**src/rtl/ecc_pmul_sched.sv**
```systemverilog
// ecc_pmul_sched: sequences one P-256 point multiply (load, start, run, capture, done),
// measures core cycles and flags dropped start requests.
// Optional RUN-state timeout abort is built when ECC_PMUL_TIMEOUT_EN is defined.
module ecc_pmul_sched #(
  parameter int unsigned pCNT_WIDTH = 32,
  parameter int unsigned pTIMEOUT   = 2000000
) (
  input  logic                  crypto_clk,
  input  logic                  reset_i,
  input  logic                  reg_go_i,
  input  logic                  ext_trig_i,
  input  logic                  core_done_i,
  output logic                  load_o,
  output logic                  core_start_o,
  output logic                  capture_o,
  output logic                  busy_o,
  output logic                  trig_o,
  output logic                  done_o,
  output logic                  overrun_o,
  output logic                  err_timeout_o,
  output logic [pCNT_WIDTH-1:0] cycles_o
);

  typedef enum logic [2:0] {
    StIdle,
    StLoad,
    StStart,
    StRun,
    StCapture,
    StDone
  } state_e;

  state_e                  state_q, state_d;
  logic                    ext_q;
  // Blocks an edge on the first cycle after reset so a level held through release is ignored
  logic                    armed_q;
  logic [pCNT_WIDTH-1:0]   cycles_q, cycles_d;
  logic                    overrun_q, overrun_d;
  logic                    err_q, err_d;
  logic                    start_req;
  logic                    timeout_hit;
  logic [pCNT_WIDTH-1:0]   cycles_inc;

  assign start_req  = reg_go_i | (armed_q & ext_trig_i & ~ext_q);
  // Saturating increment
  assign cycles_inc = (cycles_q == '1) ? cycles_q : cycles_q + pCNT_WIDTH'(1);

`ifdef ECC_PMUL_TIMEOUT_EN
  assign timeout_hit = (cycles_q >= pCNT_WIDTH'(pTIMEOUT));
`else
  logic unused_timeout;
  assign timeout_hit    = 1'b0;
  assign unused_timeout = ^pCNT_WIDTH'(pTIMEOUT);
`endif

  // Next-state, cycle counter and sticky flag update
  always_comb begin
    state_d   = state_q;
    cycles_d  = cycles_q;
    overrun_d = overrun_q;
    err_d     = err_q;
    if (start_req && state_q != StIdle) begin
      overrun_d = 1'b1;
    end
    unique case (state_q)
      StIdle: begin
        if (start_req) begin
          state_d   = StLoad;
          overrun_d = 1'b0;
          err_d     = 1'b0;
        end
      end
      StLoad:  state_d = StStart;
      StStart: begin
        state_d  = StRun;
        cycles_d = '0;
      end
      StRun: begin
        // Completion wins over a timeout reached in the same cycle
        if (core_done_i) begin
          state_d  = StCapture;
          cycles_d = cycles_inc;
        end else if (timeout_hit) begin
          state_d = StDone;
          err_d   = 1'b1;
        end else begin
          cycles_d = cycles_inc;
        end
      end
      StCapture: state_d = StDone;
      StDone:    state_d = StIdle;
      default:   state_d = StIdle;
    endcase
  end

  // State and status registers, cleared asynchronously on reset
  always_ff @(posedge crypto_clk or posedge reset_i) begin
    if (reset_i) begin
      state_q   <= StIdle;
      ext_q     <= 1'b0;
      armed_q   <= 1'b0;
      cycles_q  <= '0;
      overrun_q <= 1'b0;
      err_q     <= 1'b0;
    end else begin
      state_q   <= state_d;
      ext_q     <= ext_trig_i;
      armed_q   <= 1'b1;
      cycles_q  <= cycles_d;
      overrun_q <= overrun_d;
      err_q     <= err_d;
    end
  end

  // Strobes decode straight from the state register so reset clears them immediately
  assign load_o        = (state_q == StLoad);
  assign core_start_o  = (state_q == StStart);
  assign capture_o     = (state_q == StCapture);
  assign done_o        = (state_q == StDone);
  assign busy_o        = (state_q != StIdle);
  assign trig_o        = (state_q == StStart) || (state_q == StRun);
  assign overrun_o     = overrun_q;
  assign err_timeout_o = err_q;
  assign cycles_o      = cycles_q;

endmodule

```
**config.mk**
```make
export PLATFORM = sky130hd
export DESIGN_NAME = ecc_pmul_sched
export DESIGN_NICKNAME = d
export VERILOG_FILES = /design/src/rtl/ecc_pmul_sched.sv
export SDC_FILE = /design/constraint.sdc
export NUM_CORES = 1
export LEC_CHECK = 0
export BUFFER_PORTS_ARGS = -buffer_cell sky130_fd_sc_hd__buf_2
export CORE_AREA = 4 4 101 103
export CTS_BUF_LIST = sky130_fd_sc_hd__clkbuf_4 sky130_fd_sc_hd__clkbuf_8
export DETAILED_ROUTE_END_ITERATION = 7
export DIE_AREA = 0 0 105 107
export PLACE_DENSITY_LB_ADDON = 0.05
export REMOVE_ABC_BUFFERS = 1
export SKIP_LAST_GASP = 1
export SYNTH_ARGS = -nofsm -noshare
export SYNTH_HDL_FRONTEND = slang
export SYNTH_SLANG_ARGS = --single-unit
export TNS_END_PERCENT = 10
```
**constraint.sdc**
```tcl
create_clock -name crypto_clk -period 2.1 [get_ports crypto_clk]
set_input_delay 0.63 -clock crypto_clk [delete_from_list [all_inputs] [get_ports crypto_clk]]
set_output_delay 0.63 -clock crypto_clk [all_outputs]
set_load 0.005 [all_outputs]
```
Word level (Yosys, flattened, before mapping)
Index checks and enable logic that the tools add are counted.
{"block": "totals", "inputBits": 5, "ff_bits": 38, "wordCells": 34, "out_inout_bits": 40}
{"block": "op_classes", "eq_ne": 9, "muxes": 8, "add_sub_neg": 1, "bitwise_logic": 4, "reduce_logical": 7}
{"cell": "case mux 32 bit (2 select lines)", "n": 1}
{"cell": "adder 32 x 1 -> 32 bit, second input constant", "n": 1}
{"cell": "== test 32 bit, second input constant", "n": 1}
{"cell": "two-way mux 32 bit", "n": 1}
{"cell": "case mux 3 bit (5 select lines)", "n": 1}
{"cell": "== test 3 x 2 -> 1 bit, second input constant", "n": 2}
{"cell": "== test 3 bit, second input constant", "n": 2}
{"cell": "two-way mux 3 bit", "n": 2}
{"cell": "!= test 2 bit, second input constant", "n": 3}
{"cell": "AND reduction 2 bit", "n": 2}
{"cell": "== test 3 x 1 -> 1 bit, second input constant", "n": 1}
{"cell": "zero test 3 bit", "n": 1}
{"cell": "two-way mux 1 bit", "n": 3}
{"cell": "nonzero test 3 bit", "n": 1}
{"cell": "bitwise AND 1 bit", "n": 2}
{"cell": "nonzero test 2 bit", "n": 1}
{"cell": "logical AND 1 bit", "n": 1}
{"cell": "logical OR 1 bit", "n": 1}
{"cell": "NOT 1 bit", "n": 1}
{"cell": "OR 1 bit", "n": 1}

Depth between registers and ports, before layout
{"block": "depth", "ltp_word": 7, "mapped_depth": 9, "ltp_nobuf": 6}

Worst setup path before layout
Ideal clock, no wire load.
{"block": "synth_timing", "kind": "register to register", "startpoint": "register cycles_q[10], in the netlist cycles_o[10]", "endpoint": "register cycles_q[31], in the netlist cycles_o[31]", "path_stages_with_launch": 7, "setup_slack_ns": -0.108, "t_arrival_ns": 2.084, "path_buffers": 1, "setup_ns": 0.124, "cell_sequence": "dfrtp_1 > nand4_2 > or4_4 > buf_6 > or4_4 > a211oi_2 > o21bai_1"}
{"block": "synth_via", "elab_chain_len": 3, "elab_cells_between_ends": 6, "cone_classes": "1 x add/sub; 2 x eq/ne; 2 x mux; 1 x reduce/logical"}
{"item": "from (decl)", "line_no": "37", "rtl": "logic [pCNT_WIDTH-1:0] cycles_q, cycles_d;"}
{"item": "from (signal assigned)", "line_no": "109", "rtl": "cycles_q <= cycles_d;"}
{"item": "adder 32 x 1 -> 32 bit or == test 32 bit (tied branches)", "line_no": "46", "rtl": "assign cycles_inc = (cycles_q == '1) ? cycles_q : cycles_q + pCNT_WIDTH'(1);"}
{"item": "two-way mux 32 bit or != test 2 bit (tied branches)"}
{"item": "case mux 32 bit (2 select lines) or AND reduction 2 bit (tied branches)"}
Parallel ways exist; a longest one is shown, timed or not. The select of a mux whose other input is x is not followed.
A chain may end at the register's enable or synchronous reset.

Worst setup path in the final report
{"block": "layout_timing", "startpoint": "register cycles_q[12], in the netlist cycles_o[12]", "endpoint": "register cycles_q[31], in the netlist cycles_o[31]"}
Same word-level chain as after synthesis.

==> results list <==
- Leading cell type in the layout, fill and taps excluded: sky130_fd_sc_hd__buf_4
- From synthesis to final layout, the design area changed by 38.14%.
- The initial utilization of the core area, before any placement, comes to 24.61%.
- Share of synthesized registers carrying an async set or reset: 100.0%
- Top fanout value on the critical path: 3
- Setup repair after global routing could not meet its margin everywhere.
- In this run switching power makes up 39.25% of total power.
- Number of buffers created by CTS: 5
- Launch instance of the worst register-to-register path: cycles_o[12]$_DFFE_PP0P_
- Final design utilization: 34.00%
- Arrival time at the worst endpoint: 2.24 ns
- GR Util All Layers: 15.13%
* Per-cell routed wire length: 18.26 um
- Type of the worst setup path: flop to flop
* CTS tree: built
* Antenna violations before repair: 0
* Crit path time final: 2.053 ns
- Number of buffers added to fix hold violations after cts: 0
* Worst EP required: 2.28 ns
- The detailed router finished its first iteration with 150 violations.
* Post-detailed-route DRC marker count: 0
- In the routed layout, each cell is associated on average with a via count of 5.272.
- For the pin with the worst max-slew slack, the measured transition is 0.5596 ns.
- The count of cells in the finished layout, fillers not included, comes to 452.
- The floorplan step defined a core boundary enclosing 9196 um2.
- Clock-pin slew was measured on the worst setup and hold paths at 0.09 ns.
* Later-pin clock latency in the skew report: 0.30 ns
* Number of cells on the worst hold path: 1
- In this run the power density over the cells is 837.7 nW/um2.
- The tool flagged a number of max-cap violations equal to 0.
* Number of synthesis warnings: 0
- The repair_antennas step left the layout with diodes totalling 0.
- The H-tree generated during clock tree synthesis spans 2 levels.
* Routed WL: 8252 um
- The die is 107 um tall.
- Final setup TNS: 0 ns
- Setup slack on the worst reg-to-reg path comes out at 0.05 ns.
- The die covers 11240 um2.
* Final count of hold timing violations: 0
- The layout has 987 filler cells.
* Largest net degree at the start of global routing: 39
- Vias in the first global route: 2357
* Clk network pwr share: 25.8%
- The analysis attributes to net switching a power of 0.001028 W.
- Endpoint of the lowest-slack register-to-register path: cycles_o[31]$_DFFE_PP0P_
- Total non-filler cell area in the finished layout: 3127 um2
- Worst Clk Skew: 0.006884 ns
- The flow ran to the end, and the final reports show no timing, DRC or antenna violations.
* Detailed-routing iteration count for the pre-antenna-repair pass: 4
- Including well taps, the total number of placed cells is 441.
* Number of storage elements in the synthesis netlist: 38
- Leaving out fill and tap cells, the most frequent cells in the layout are sky130_fd_sc_hd__buf_4, sky130_fd_sc_hd__buf_2, sky130_fd_sc_hd__dfrtp_1, sky130_fd_sc_hd__a31oi_1, sky130_fd_sc_hd__nand3_1.
- After layout, the worst path uses 97.74% of the clock period.
- Combinational power share: 41.5%
* Kind of start point of the critical path: flop
* Half-perimeter wire length after detailed placement: 5903 um
- Once detail routing completed, the nets flagged for antenna violations numbered 0.
- Routability congestion estimate: 0.7679
- Mapped Avg Cell Area: 8.982 um2
- Final Max Tran Viols: 0
* Syn Std Cell Area: 2263 um2
- First-pass GRT wire length: 13370 um
- Share of final-layout standard cells stronger than drive strength 1: 36.07%
- After synthesis, flip-flops and latches occupy 42.01% of the total area.
- Depth of the worst register-to-register path: 5
- In the synthesized netlist, the number of instances is 252.
- Net total in the final layout: 346
* Sequential share of power: 32.7%
- The netlist uses 48 different library cells.
- Final hold analysis gives a worst-case slack of 0.4524 ns.
- Port Buffers: 43
- Setup violations remaining at the end of the flow were counted as 0.
- Worst supply voltage drop on vdd: 0.4226 mV
- Dominant register cell in the synthesized netlist: sky130_fd_sc_hd__dfrtp_1
- The internal power of the cells totals 0.001591 W.
- The worst hold path begins at ext_trig_i.
* Library cell used as clock root buffer: sky130_fd_sc_hd__clkbuf_8
* EDFF count, synth: 0
- Class of the worst hold path: input pin to flop
- The longest clock path from root to sink contains 2 buffers.
* Worst Hold End: ext_q$_DFF_PP0_
* Number of core rows: 35
- Die outline width: 105 um
- Max Freq: 487.2 MHz
- For this design, the sink count on the clock tree is 38.
- The routed layout has 2383 vias.
* Total leakage power: 1.510 nW
* Total congestion overflow after global routing: 0
- Total placed instance area: 2937 um2
- Max transition margin: 62.66%
- Sort of element at the end of the critical path: flop
* Boundary Pins: 45
worst max-delay path by stage:
stage                              from                       end  slack [ns]  cells past startpoint
3_3_place_gp   cycles_o[11]$_DFFE_PP0P_  cycles_o[21]$_DFFE_PP0P_       -0.01                      7
3_5_place_dp    cycles_o[0]$_DFFE_PP0P_  cycles_o[23]$_DFFE_PP0P_       -0.02                      6
4_1_cts        cycles_o[18]$_DFFE_PP0P_  cycles_o[31]$_DFFE_PP0P_       -0.02                      5
2_1_floorplan  cycles_o[10]$_DFFE_PP0P_  cycles_o[21]$_DFFE_PP0P_       -0.96                      5
6_report       cycles_o[12]$_DFFE_PP0P_  cycles_o[31]$_DFFE_PP0P_        0.05                      5
5_1_grt        cycles_o[18]$_DFFE_PP0P_  cycles_o[21]$_DFFE_PP0P_       -0.05                      7
cells in the mapped netlist, drive strengths merged, types with 2 or more instances:
cell type  number  area share, %
dfrtp          38             42
a31oi          18            5.0
nand3          18            4.0
nand2          16            2.7
inv            14            2.3
nor2           13            2.2
o21ai          13            2.9
nand4          12            3.6
clkbuf         10            1.7
and4            9            3.5
o31ai           9            3.0
and3            8            2.2
buf             7            2.0
or3             7            1.9
nor3            6            1.3
o31a            6            2.4
nor4            5            2.0
o211ai          5            1.7
and2            4            1.1
o311ai          4            1.5
o41ai           3            1.2
or4             3            1.3
a221o           2           0.88
a31o            2           0.77
conb            2           0.33
nor2b           2           0.55
o21a            2           0.66
sequential cells by signal, summed over array words and instances, names as in the netlist, named ones only:
| signal | flops |
|---|---|
| armed_q | 1 |
| state_q | 3 |
| ext_q | 1 |
| cycles_o | 32 |
metrics by stage:
step	worst slack, ns	total power (W)
5_1_grt	-0.05251	0.002812
2_1_floorplan	-0.9563	0.001379
6_report	0.04749	0.002619
3_3_place_gp	-0.01026	0.001979
4_1_cts	-0.01709	0.002659
3_5_place_dp	-0.01582	0.001977
power by group through the flow:
stage	sequential, W	clock [W]	combinational [W]
final	0.000856	0.000675	0.00109
after global routing	0.000877	0.000721	0.00121
after CTS	0.000855	0.000692	0.00111
after detailed placement	0.000870	0	0.00111
after global placement	0.000869	0	0.00111
after floorplan	0.000876	0	0.000504
routing by layer:
| metal | vias to the layer above | global-route usage [%] | share of wire, % |
|---|---|---|---|
| met2 | 60 | 24.34 | 48 |
| met3 | 6 | 2.348 | 4.5 |
| met4 | 0 | 3.655 | 1.0 |
| li1 | 1161 | - | - |
| met5 | - | 0 | 0 |
| met1 | 1156 | 21.29 | 47 |
cell families after synthesis:
family	after synthesis	synth area share, %
AND/OR/NAND/NOR	106	27.25
AO/OA/AOI/OAI	73	23.33
flip-flops	38	42.01
buffers and inverters	31	6.025
other	2	0.3318
multiplexers	1	0.4975
adder cells (fa/ha/maj)	1	0.5527
critical path: stages (launching register included):
cell and delay (ns):
sky130_fd_sc_hd__dfrtp_1 0.41, sky130_fd_sc_hd__nand4_4 0.14, sky130_fd_sc_hd__or4_4 0.60, sky130_fd_sc_hd__or4_4 0.52
sky130_fd_sc_hd__a211oi_2 0.19, sky130_fd_sc_hd__o21bai_1 0.08
repair_timing:
| action | CTS | global route |
|---|---|---|
| setup buffers | 0 | 2 |
| gates cloned | 0 | 1 |
| endpoints found under the setup margin | 9 | 28 |
| resized for setup | 1 | 16 |
| pin swaps | 1 | 13 |
final cells by class:
type	count	area, um2	share of cell area, %
clock buffers	7	83.83	2.681
clock inverters	1	30.03	0.9604
inverters	14	52.55	1.681
multi-input cells	183	1216	38.90
flip-flops and latches	38	952.2	30.45
well taps	111	138.9	4.442
repair buffers	98	653.1	20.89
Power figures use the tool's default switching activity.
